## config.mk

```make
export PLATFORM = sky130hd
export DESIGN_NAME = gbar_unit
export DESIGN_NICKNAME = d
export VERILOG_FILES = /design/src/rtl/gbar_unit.sv
export SDC_FILE = /design/constraint.sdc
export NUM_CORES = 1
export LEC_CHECK = 0
export ABC_AREA = 1
export BUFFER_PORTS_ARGS = -buffer_cell sky130_fd_sc_hd__buf_2
export CAP_MARGIN = 10
export CELL_PAD_IN_SITES_DETAIL_PLACEMENT = 1
export CELL_PAD_IN_SITES_GLOBAL_PLACEMENT = 2
export CORE_UTILIZATION = 36
export CTS_CLUSTER_SIZE = 25
export DETAILED_ROUTE_END_ITERATION = 6
export PLACE_DENSITY_LB_ADDON = 0.1
export SLEW_MARGIN = 0
export SYNTH_ARGS = -nofsm -noshare
export SYNTH_HDL_FRONTEND = slang
export SYNTH_SLANG_ARGS = --single-unit
```

## constraint.sdc

```tcl
create_clock -name clk -period 6.6 [get_ports clk]
set_input_delay 1.32 -clock clk [delete_from_list [all_inputs] [get_ports clk]]
set_output_delay 1.32 -clock clk [all_outputs]
set_load 0.005 [all_outputs]
```

## src/rtl/gbar_unit.sv

```systemverilog
// ----------------------------------------------------------------------------
// gbar_unit -- cluster-level global barrier responder.
//
// Accepts one barrier arrival per cycle from the attached cores. The core is
// chosen round-robin. The unit tracks which cores have arrived at each
// barrier. When the requested participant count is reached, it broadcasts a
// single-cycle release pulse carrying the barrier ID.
//
// Ports
//   clk          in   clock
//   reset_n      in   asynchronous active-low reset
//   req_valid    in   [NUM_CORES]            per-core arrival request
//   req_id       in   [NUM_CORES][NB_WIDTH]  barrier ID per core
//   req_size_m1  in   [NUM_CORES][NC_WIDTH]  participant count minus one
//   req_core_id  in   [NUM_CORES][NC_WIDTH]  sender index (equals port index)
//   req_ready    out  [NUM_CORES]            one-hot grant (combinational)
//   rsp_valid    out  release pulse
//   rsp_id       out  [NB_WIDTH] released barrier ID
//   err_dup      out  pulse: duplicate arrival was dropped
//   busy         out  any barrier partially filled or a release in flight
// ----------------------------------------------------------------------------
module gbar_unit #(
   parameter int NUM_CORES    = 4,
   parameter int NUM_BARRIERS = 8,
   parameter int NB_WIDTH     = (NUM_BARRIERS > 1) ? $clog2(NUM_BARRIERS) : 1,
   parameter int NC_WIDTH     = (NUM_CORES > 1) ? $clog2(NUM_CORES) : 1
) (
   input  logic                               clk,
   input  logic                               reset_n,
   input  logic [NUM_CORES-1:0]               req_valid,
   input  logic [NUM_CORES-1:0][NB_WIDTH-1:0] req_id,
   input  logic [NUM_CORES-1:0][NC_WIDTH-1:0] req_size_m1,
   input  logic [NUM_CORES-1:0][NC_WIDTH-1:0] req_core_id,
   output logic [NUM_CORES-1:0]               req_ready,
   output logic                               rsp_valid,
   output logic [NB_WIDTH-1:0]                rsp_id,
   output logic                               err_dup,
   output logic                               busy
);

   // Per-barrier arrival state
   logic [NUM_BARRIERS-1:0][NUM_CORES-1:0] arr_mask;
   logic [NUM_BARRIERS-1:0][NC_WIDTH:0]    arr_cnt;
   logic [NUM_BARRIERS-1:0][NC_WIDTH-1:0]  size_m1;
   logic [NC_WIDTH-1:0]                    rr_ptr;

   // Stage p0: arbitration and decision on the granted request
   logic                gnt_any_p0;
   logic [NC_WIDTH-1:0] gnt_idx_p0;
   logic [NC_WIDTH-1:0] rr_nxt_p0;
   logic [NB_WIDTH-1:0] acc_id_p0;
   logic [NC_WIDTH-1:0] acc_sz_p0;
   logic [NC_WIDTH-1:0] eff_sz_p0;
   logic                acc_dup_p0;
   logic                acc_first_p0;
   logic                acc_done_p0;

   // Stage p1: registered outputs
   logic                vld_p1;
   logic [NB_WIDTH-1:0] rsp_id_p1;
   logic                err_dup_p1;

   always_comb begin
      int k;
      gnt_any_p0 = 1'b0;
      gnt_idx_p0 = '0;
      k          = 0;
      for (int i = 0; i < NUM_CORES; i++) begin
         k = int'(rr_ptr) + i;
         if (k >= NUM_CORES) k = k - NUM_CORES;
         if (!gnt_any_p0 && req_valid[NC_WIDTH'(k)]) begin
            gnt_any_p0 = 1'b1;
            gnt_idx_p0 = NC_WIDTH'(k);
         end
      end
   end

   // Grants are held off while reset is asserted.
   always_comb begin
      req_ready = '0;
      if (gnt_any_p0 && reset_n) req_ready[gnt_idx_p0] = 1'b1;
   end

   assign rr_nxt_p0 = (gnt_idx_p0 == NC_WIDTH'(NUM_CORES - 1)) ? '0 : gnt_idx_p0 + 1'b1;

   // The size is latched by the first arrival. Later arrivals compare
   // against the stored size, so a disagreeing size_m1 from a latecomer is ignored.
   always_comb begin
      acc_id_p0    = req_id[gnt_idx_p0];
      acc_sz_p0    = req_size_m1[gnt_idx_p0];
      acc_dup_p0   = arr_mask[acc_id_p0][gnt_idx_p0];
      acc_first_p0 = (arr_cnt[acc_id_p0] == '0);
      eff_sz_p0    = acc_first_p0 ? acc_sz_p0 : size_m1[acc_id_p0];
      acc_done_p0  = (arr_cnt[acc_id_p0] == {1'b0, eff_sz_p0});
   end

   always_ff @(posedge clk or negedge reset_n) begin
      if (!reset_n) begin
         arr_mask   <= '0;
         arr_cnt    <= '0;
         size_m1    <= '0;
         rr_ptr     <= '0;
         vld_p1     <= 1'b0;
         rsp_id_p1  <= '0;
         err_dup_p1 <= 1'b0;
      end else begin
         vld_p1     <= 1'b0;
         err_dup_p1 <= 1'b0;
         if (gnt_any_p0) begin
            rr_ptr <= rr_nxt_p0;
            if (acc_dup_p0) begin
               err_dup_p1 <= 1'b1;
            end else begin
               if (acc_first_p0) size_m1[acc_id_p0] <= acc_sz_p0;
               if (acc_done_p0) begin
                  arr_mask[acc_id_p0] <= '0;
                  arr_cnt[acc_id_p0]  <= '0;
                  vld_p1              <= 1'b1;
                  rsp_id_p1           <= acc_id_p0;
               end else begin
                  arr_mask[acc_id_p0][gnt_idx_p0] <= 1'b1;
                  arr_cnt[acc_id_p0]              <= arr_cnt[acc_id_p0] + 1'b1;
               end
            end
         end
      end
   end

   always_comb begin
      busy = vld_p1;
      for (int b = 0; b < NUM_BARRIERS; b++) begin
         if (arr_cnt[b] != '0) busy = 1'b1;
      end
   end

   assign rsp_valid = vld_p1;
   assign rsp_id    = rsp_id_p1;
   assign err_dup   = err_dup_p1;

`ifndef SYNTHESIS
   always_ff @(posedge clk) begin
      if (reset_n && gnt_any_p0) begin
         assert (req_core_id[gnt_idx_p0] == gnt_idx_p0)
            else $error("gbar_unit: req_core_id does not match granted port");
      end
   end
`endif

endmodule
```

* Yosys cells after proc, flatten, opt, wreduce, memory -nomap -nowiden
Cells that the tools add are included.
** Operators by class
- Add/sub/neg operators :: 9
- Magnitude comparators :: 12
- Equality and inequality tests :: 2
- Multiplexer cells :: 66
- Bitwise gates (word level) :: 6
- Reductions and logical operators :: 21
** Operator list (count)
- $and 32x32->32 :: 1
- $mux 32 :: 1
- $not 32->32 :: 1
- $or 32x32->32 :: 1
- $mux 1 :: 27
- $mux 2 :: 13
- $and 24x24->24 :: 1
- $bwmux 24 :: 1
- $demux 4 s3 :: 2
- $mux 24 :: 1
- $not 24->24 :: 1
- $reduce_bool 3->1 :: 8
- $bwmux 16 :: 1
- $lt 2x4->1 const B :: 4
- $mux 4 :: 4
- $bmux 4 s3 :: 1
- $bmux 1 s2 :: 5
- $bmux 3 s3 :: 1
- $demux 3 s3 :: 1
- $ge 3x3->1 const B :: 3
- $mux 3 :: 3
- $sub 2x1->2 const B :: 4
- $add 2x2->3 const B :: 2
- $bmux 2 s3 :: 1
- other kinds (20) :: 28
** Storage, ports and cells
- Flip-flop bits (word level) :: 79
- Output and inout port bits :: 10
- Logic and storage cells :: 144

* Longest topological paths before layout
Gate-level depths: netlist (run 1).
- Depth after elaboration :: 25
- Depth in mapped cells :: 33

* Least setup slack after synthesis (run 1)
OpenSTA, ideal clock, no wires.
- Path kind :: input port to flip-flop
- From :: input port req_valid[3]
- To :: register arr_mask[10] (netlist name)
- Library setup time :: 0.113 ns
- Arrival time :: 4.012 ns
- Slack :: 2.476 ns
- Cell stages on the path :: 28
- Path buffers :: 3
- Cells stage by stage :: inv_1 -> nand2_1 -> nand3_1 -> nand2_2 -> nor2_4 -> nand3_4 -> nand2_4 -> nand2_4 -> buf_6 -> nand2_1 -> nand3_2 -> nand2_4 -> buf_4 -> nor2_1 -> o21ai_0 -> nand2_1 -> nand2_1 -> nand2_1 -> ha_1 -> o21ai_1 -> nand2_1 -> nand3_1 -> nand3_1 -> nor2_2 -> buf_6 -> nand3_2 -> nand2_1 -> inv_1
** Between the ends
- Cells in the longest elaborated chain, start to end :: 22
- Elaborated cells between the ends (all ways) :: 59
** RTL lines
- start, declared :: line 30 : input logic [NUM_CORES-1:0] req_valid,
- $bmux 1 s2 :: line 71 : if (!gnt_any_p0 && req_valid[NC_WIDTH'(k)]) begin
- $mux 1 (implied by the code) (2 in a row) :: line 71
- $mux 1 :: line 71
- $logic_not 1->1 :: line 71
- $logic_and 1x1->1 :: line 71
- $mux 1 :: line 71
- $logic_not 1->1 :: line 71
- $logic_and 1x1->1 :: line 71
- [... 5 more ...]
- $mux 3 (implied by the code) :: line 89 : acc_id_p0 = req_id[gnt_idx_p0];
- $lt 3x4->1 (implied by the code) or $ge 3x1->1 (tied branches) :: line 116, 121
- $logic_and 1x1->1 (implied by the code) :: line 116, 121
- $mux 4 (implied by the code) :: line 116 : arr_mask[acc_id_p0] <= '0;
- $demux 4 s3 :: line 116
- $not 32->32 (no source line)
- $and 32x32->32 (no source line)
- $mux 32 :: line 115 : if (acc_done_p0) begin
- end signal, assigned :: line 99 : arr_mask <= '0;
- end signal, assigned by index :: line 116
- end signal, assigned by index :: line 121 : arr_mask[acc_id_p0][gnt_idx_p0] <= 1'b1;
- end, declared :: line 42 : logic [NUM_BARRIERS-1:0][NUM_CORES-1:0] arr_mask;
Parallel ways exist; a longest one is shown, timed or not. The select of a mux whose other input is x is not followed.
A chain may end at the register's enable or synchronous reset.

* Final worst setup path (run 1)
- From :: input port req_valid[1]
- To :: register arr_mask[12] (netlist name)
The elaborated chain is that of the path after synthesis.

==> results.tsv, run 1 <==
stage	metric	value	unit
timing	final worst path period share	83.00	%
timing	Slew HR	52.80	%
place	Placer Congestion	0.8188	
synth	synthesized cell area	5167	um^2
layout	antenna cells	0	
global_routing	antenna violations before repair	0	
timing	unrepaired setup endpoints after global routing	false	
floorplanning	Die Y	121.8	um
clocking	clk buf depth	2	
global_routing	met2 usage	38.38	%
routing	vias per cell	4.978	
layout	commonest non-fill, non-tap cell in the layout	nand2_1	
place	placed cell areas	5420	um^2
layout	most frequent cells in the layout	nand2_1 (314), inv_1 (110), dfrtp_1 (79)	
global_routing	largest net degree at the start of global routing	53	
clocking	hold buffer count at CTS	0	
outcome	status	complete, no violations	
clocking	number of CTS-inserted buffers	9	
run	max-cap viol count	0	
synth	synthesized flop and latch total	79	
place	placed cells	964	
worst_setup_path	Startpoint Class	input port	
routing	DR vias	4873	
floorplanning	Rows	43	
clocking	CTS tree	built	
layout	Final #Nets	835	
clocking	CTS resizes	0	
layout	Reg area	1977	um^2
timing	Hold Vio Cnt, Final	0	
timing	final setup violation count	0	
worst_setup_path	CP required	6.84	ns
clocking	Setup Buffers After CTS	0	
timing	Clock Skew	0.009578	ns
layout	area of the multi-input gates	2582	um^2
place	Buffers on Ports	35	
place	DP HPWL	11220	um
layout	Finished Layout Cells	979	
global_routing	grt total ovfl	0	
clocking	Worst-path clk slew	0.06	ns
timing	Max Slew Vio Count	0	
worst_setup_path	cell mode on critical path	nand2_1	
timing	minimum clock period	5.478	ns
routing	final wirelength	15810	um
synth	number of flops mapped to enable cells by yosys	0	
global_routing	met1 global-route usage	30.13	%
timing	final setup TNS	0	ns
clocking	Sink Count	79	
synth	Distinct cells, synth	26	
layout	Final Cell Area	5752	um^2
clocking	clk_lat worst skew	0.35	ns
floorplanning	DIE AREA	14840	um^2
routing	WL/cell	16.15	um
global_routing	met3 Usage GRT	3.090	%
worst_setup_path	Critical Path Fanout Max	45	
worst_setup_path	WP data arrival	5.72	ns
synth	asr flop ratio synth	100.0	%
routing	1st-pass router iterations	4	
floorplanning	I/O pin count	44	
worst_setup_path	WP buf/inv	4	
synth	sequential-to-total area share from yosys stat	38.26	%
global_routing	grt peak-use layer	met2	
floorplanning	Initial Utilization	37.08	%
layout	layout cells sized above 1	12.89	%
synth	syn_nets	807	
synth	Mean Syn Cell Area	6.737	um^2
layout	# fillers	1820	
timing	Fmax	182.5	MHz
layout	synthesis-to-layout area growth	11.31	%
worst_setup_path	critical path class	in2reg	
worst_setup_path	CP endpoint kind	register	
worst_setup_path	CP max stage cell	nor2_2	
global_routing	Global Route Usage Sum	23.08	%
worst_hold_path	Hold Crit Class	reg2reg	
global_routing	first-pass GRT wire length	25920	um
synth	Synth Warn #	0	
routing	DRT antenna net count	0	
clocking	clock root buffer master	clkbuf_16	
floorplanning	area of the core	13930	um^2
routing	initial drt markers	221	
worst_setup_path	Top Family by Delay on Critical Path	simple AND/OR/NAND/NOR gates	
floorplanning	die span in x	121.8	um
global_routing	vias in the first global route	5089	
synth	Synth Instances	767	
clocking	CTS H-tree lvls	3	
timing	worst slew pin tran	0.7079	ns
routing	DRC viols	0	
worst_setup_path	max incr delay on CP	0.53	ns
synth	dominant synthesized flop cell	dfrtp_1	
==> cell usage after synthesis, types with 10 or more instances <==
| master | count | area, um^2 |
|---|---|---|
| a21oi_1 | 26 | 130.1 |
| buf_6 | 10 | 112.6 |
| dfrtp_1 | 79 | 1977 |
| inv_1 | 110 | 412.9 |
| nand2_1 | 314 | 1179 |
| nand2_2 | 13 | 81.33 |
| nand3_1 | 41 | 205.2 |
| nand3_2 | 10 | 100.1 |
| nor2_1 | 47 | 176.4 |
| o21ai_0 | 36 | 180.2 |
| o21ai_1 | 22 | 110.1 |
==> per-stage QoR <==
stage | worst slack (ns) | hold slack (ns) | util [%]
finish | 1.122 | 0.4836 | 41.28
global route | 0.7293 | 0.5220 | 41.28
CTS | 1.124 | 0.4855 | 41.28
detailed placement | 0.8015 | 0.4692 | 38.90
global placement | 0.9513 | 0.4633 | 38.90
floorplan | 2.476 | 0.4479 | -
==> routing by layer <==
layer,vias up,part of all wire [%]
li1,2408,-
met1,2368,47
met2,81,47
met3,16,3.6
met4,0,1.9
met5,-,0
==> path summary, 6_finish.rpt <==
path | endpoint | cells past startpoint | slack (ns) | from
max | arr_mask[12] | 26 | 1.12 | req_valid[1]
min | rsp_id[2] | 2 | 0.48 | rsp_id[2]
max reg2reg | arr_mask[12] | 25 | 1.56 | rr_ptr[0]
min reg2reg | rsp_id[2] | 2 | 0.48 | rsp_id[2]
max in group asynchronous | arr_mask[15] | 2 | 4.64 | reset_n
min in group asynchronous | arr_mask[1] | 1 | 0.89 | reset_n
==> state kept, by name, indices dropped and copies added (netlist names) <==
name       count
arr_cnt       24
arr_mask      32
err_dup        1
rr_ptr         2
rsp_id         3
rsp_valid      1
size_m1       16
==> kinds of logic (layout without fill, tap and decap cells) <==
family | after synthesis | after routing | synth area share, %
and+or+nand+nor | 460 | 460 | 39.88
buffers and inverters | 135 | 167 | 11.77
AOI/OAI and AO/OA | 86 | 86 | 8.475
DFF | 79 | 79 | 38.26
adders and majority gates | 6 | 6 | 1.453
xor gates and xnor gates | 1 | 1 | 0.1695
==> final cells by class <==
type / count / area share [%]
multi-input combinational: 553 / 44.90
sequential: 79 / 34.37
inverter: 112 / 7.309
clock buffer: 12 / 4.633
tap: 180 / 3.916
timing repair buffer: 40 / 3.742
clock inverter: 3 / 1.131
==> worst register-to-register path: cells and delay by family, from the launching register on <==
family | cells | cell delay, ns
compound gates | 2 | 0.37
fa+ha+maj | 1 | 0.27
buf+inv | 3 | 0.30
flops | 1 | 0.50
simple gates | 19 | 3.49
Power of run 1 is not shown: default switching activity piles up to over one toggle a cycle in this logic, so the estimate is an artifact.
==> inputs of run 2 (changes only) <==
--- a/config.mk
+++ b/config.mk
@@ -10,7 +10,7 @@
 export CAP_MARGIN = 10
 export CELL_PAD_IN_SITES_DETAIL_PLACEMENT = 1
 export CELL_PAD_IN_SITES_GLOBAL_PLACEMENT = 2
-export CORE_UTILIZATION = 36
+export CORE_UTILIZATION = 30
 export CTS_CLUSTER_SIZE = 25
 export DETAILED_ROUTE_END_ITERATION = 6
 export PLACE_DENSITY_LB_ADDON = 0.1
==> constraint.sdc (replaced) <==
create_clock -name clk -period 4.65 [get_ports clk]
set_input_delay 0.93 -clock clk [delete_from_list [all_inputs] [get_ports clk]]
set_output_delay 0.93 -clock clk [all_outputs]
set_load 0.005 [all_outputs]
==> run 2 against run 1 <==
Die area increased by 20%. Largest cell class unchanged. Count of clock-buffer cells in the layout unchanged. Utilization is 5.6 points lower. Register-to-register slack lost 0.96 ns. Global-route usage is 3.3 points lower. Hold slack better by 0.00050 ns. Clock skew shrank 0.0031 ns. Critical path type unchanged. Cell area up 3.7%. Sequential share of layout area decreased by 1.2 points.
==> results.tsv, run 2 (same netlist as run 1, synthesis figures left out) <==
stage	metric	value	unit
worst_setup_path	CP required	4.89	ns
layout	number of flip-flops in the largest register	32	
worst_setup_path	Reg2Reg Depth	27	
timing	Hold WS	0.4841	ns
place	placed cell areas	5688	um^2
clocking	hold buffer count at CTS	0	
timing	final setup TNS	0	ns
global_routing	vias in the first global route	5054	
worst_setup_path	worst setup path start	req_valid[1]	
timing	Max Slew Vio Count	0	
routing	DR vias	4867	
worst_setup_path	Top Family by Delay on Critical Path	simple AND/OR/NAND/NOR gates	
worst_setup_path	Startpoint Class	input port	
clocking	CTS H-tree lvls	3	
clocking	clk buf depth	2	
worst_setup_path	WP buf/inv	4	
floorplanning	die span in x	133.2	um
clocking	CTS tree	built	
clocking	number of CTS-inserted buffers	9	
place	placed cells	1028	
place	DP HPWL	12370	um
clocking	Setup Buffers After CTS	0	
layout	Final Cell Area	5964	um^2
worst_setup_path	CP endpoint kind	register	
floorplanning	Die Y	133.2	um
place	Buffers on Ports	35	
routing	WL/cell	15.68	um
timing	final setup violation count	0	
routing	vias per cell	4.662	
timing	final worst path period share	88.25	%
worst_setup_path	WP data arrival	4.34	ns
timing	Clock Skew	0.006501	ns
global_routing	antenna violations before repair	0	
layout	commonest non-fill, non-tap cell in the layout	nand2_1	
floorplanning	I/O pin count	44	
worst_setup_path	RR Startpoint	rr_ptr[0]	
routing	initial drt markers	189	
routing	1st-pass router iterations	4	
floorplanning	Rows	47	
global_routing	first-pass GRT wire length	27000	um
clocking	Sink Count	79	
worst_setup_path	reg2reg end	arr_mask[12]	
routing	final wirelength	16370	um
timing	worst slew pin tran	0.6746	ns
global_routing	grt total ovfl	0	
layout	Reg area	1977	um^2
floorplanning	area of the core	16700	um^2
place	Placer Congestion	0.8071	
timing	unrepaired setup endpoints after global routing	false	
clocking	CTS resizes	0	
worst_setup_path	Reg2Reg Setup Slack	0.60	ns
clocking	clock root buffer master	clkbuf_16	
layout	Top Registers	arr_mask (32), arr_cnt (24), size_m1 (16)	
timing	Fmax	243.7	MHz
clocking	clk_lat worst skew	0.34	ns
routing	DRT antenna net count	0	
timing	Slew HR	55.03	%
timing	Hold Vio Cnt, Final	0	
worst_setup_path	cell mode on critical path	nand2_1	
worst_setup_path	critical path class	in2reg	
worst_setup_path	Critical Path Fanout Max	16	
floorplanning	Initial Utilization	30.94	%
run	max-cap viol count	0	
layout	Top reg by flops	arr_mask	
layout	antenna cells	0	
layout	Finished Layout Cells	1044	
layout	most frequent cells in the layout	nand2_1 (314), inv_1 (110), dfrtp_1 (79)	
global_routing	Global Route Usage Sum	19.73	%
global_routing	largest net degree at the start of global routing	51	
outcome	status	complete, no violations	
floorplanning	DIE AREA	17750	um^2
clocking	Worst-path clk slew	0.06	ns
layout	layout cells sized above 1	15.41	%
worst_setup_path	CP max stage cell	ha_1	
worst_setup_path	max incr delay on CP	0.25	ns
timing	minimum clock period	4.103	ns
worst_setup_path	end point of the critical path	arr_mask[12]	
layout	# fillers	2157	
layout	synthesis-to-layout area growth	15.42	%
routing	DRC viols	0	
worst_setup_path	WP depth	27	
layout	Final #Nets	859	
layout	area of the multi-input gates	2582	um^2
worst_hold_path	Hold Crit Class	reg2reg	
[run 2: cell types whose count changed in the layout (fill, tap and decap cells not counted)]
cell	change
buf_12	+3
clkbuf_1	+1
buf_4	+21
clkinv_2	+3
clkbuf_8	-1
bufinv_16	-2
[run 2: cell type report]
| type | instances | share of cell area (%) |
|---|---|---|
| tap | 220 | 4.615 |
| timing repair buffer | 64 | 7.258 |
| clock inverter | 4 | 0.3356 |
| clock buffer | 12 | 4.300 |
| sequential | 79 | 33.14 |
| multi-input combinational | 553 | 43.30 |
| inverter | 112 | 7.048 |
[run 2: worst reg2reg max path, cell delays in order (launching register included)]
cell,delay [ns]
dfrtp_1,0.55
inv_2,0.16
nand2_1,0.09
nand2_1,0.10
nand2_1,0.10
nand2_2,0.06
nor2_4,0.13
nand3_4,0.14
nand2_4,0.18
nand2_4,0.14
nand2_1,0.10
nand3_2,0.08
nand2_4,0.22
nor2_1,0.07
o21ai_0,0.17
nand2_1,0.08
nand2_1,0.06
nand2_1,0.12
ha_1,0.25
o21ai_1,0.14
nand2_1,0.13
nand3_1,0.12
nand3_1,0.10
nor2_2,0.13
buf_12,0.16
nand3_1,0.18
nand2_1,0.11
inv_1,0.04
[run 2: metrics by stage]
step	utilization (%)	worst slack [ns]
after floorplan	-	0.9156
after global placement	34.06	0.2385
after detailed placement	34.06	0.1734
after CTS	35.71	0.5267
after global routing	35.71	0.07681
final	35.71	0.5466
[run 2: worst min path at each step]
stage,start,endpoint,cells past startpoint
after floorplan,size_m1[11],size_m1[11],2
after global placement,arr_mask[16],arr_mask[16],2
after detailed placement,size_m1[11],size_m1[11],2
after CTS,size_m1[11],size_m1[11],2
after global routing,size_m1[10],size_m1[10],2
final,arr_mask[17],arr_mask[17],2
[run 2: per-layer routing]
layer  global-route usage, %  wire (um)  part of all wire [%]  vias up
met5                       0          0                     0        -
met4                   5.114        161                  0.98        0
met3                   3.843        623                   3.8       15
met2                   31.68       7596                    46       69
met1                   27.06       7989                    49     2324
li1                        -          -                     -     2459
Power of run 2 is left out for the same reason.
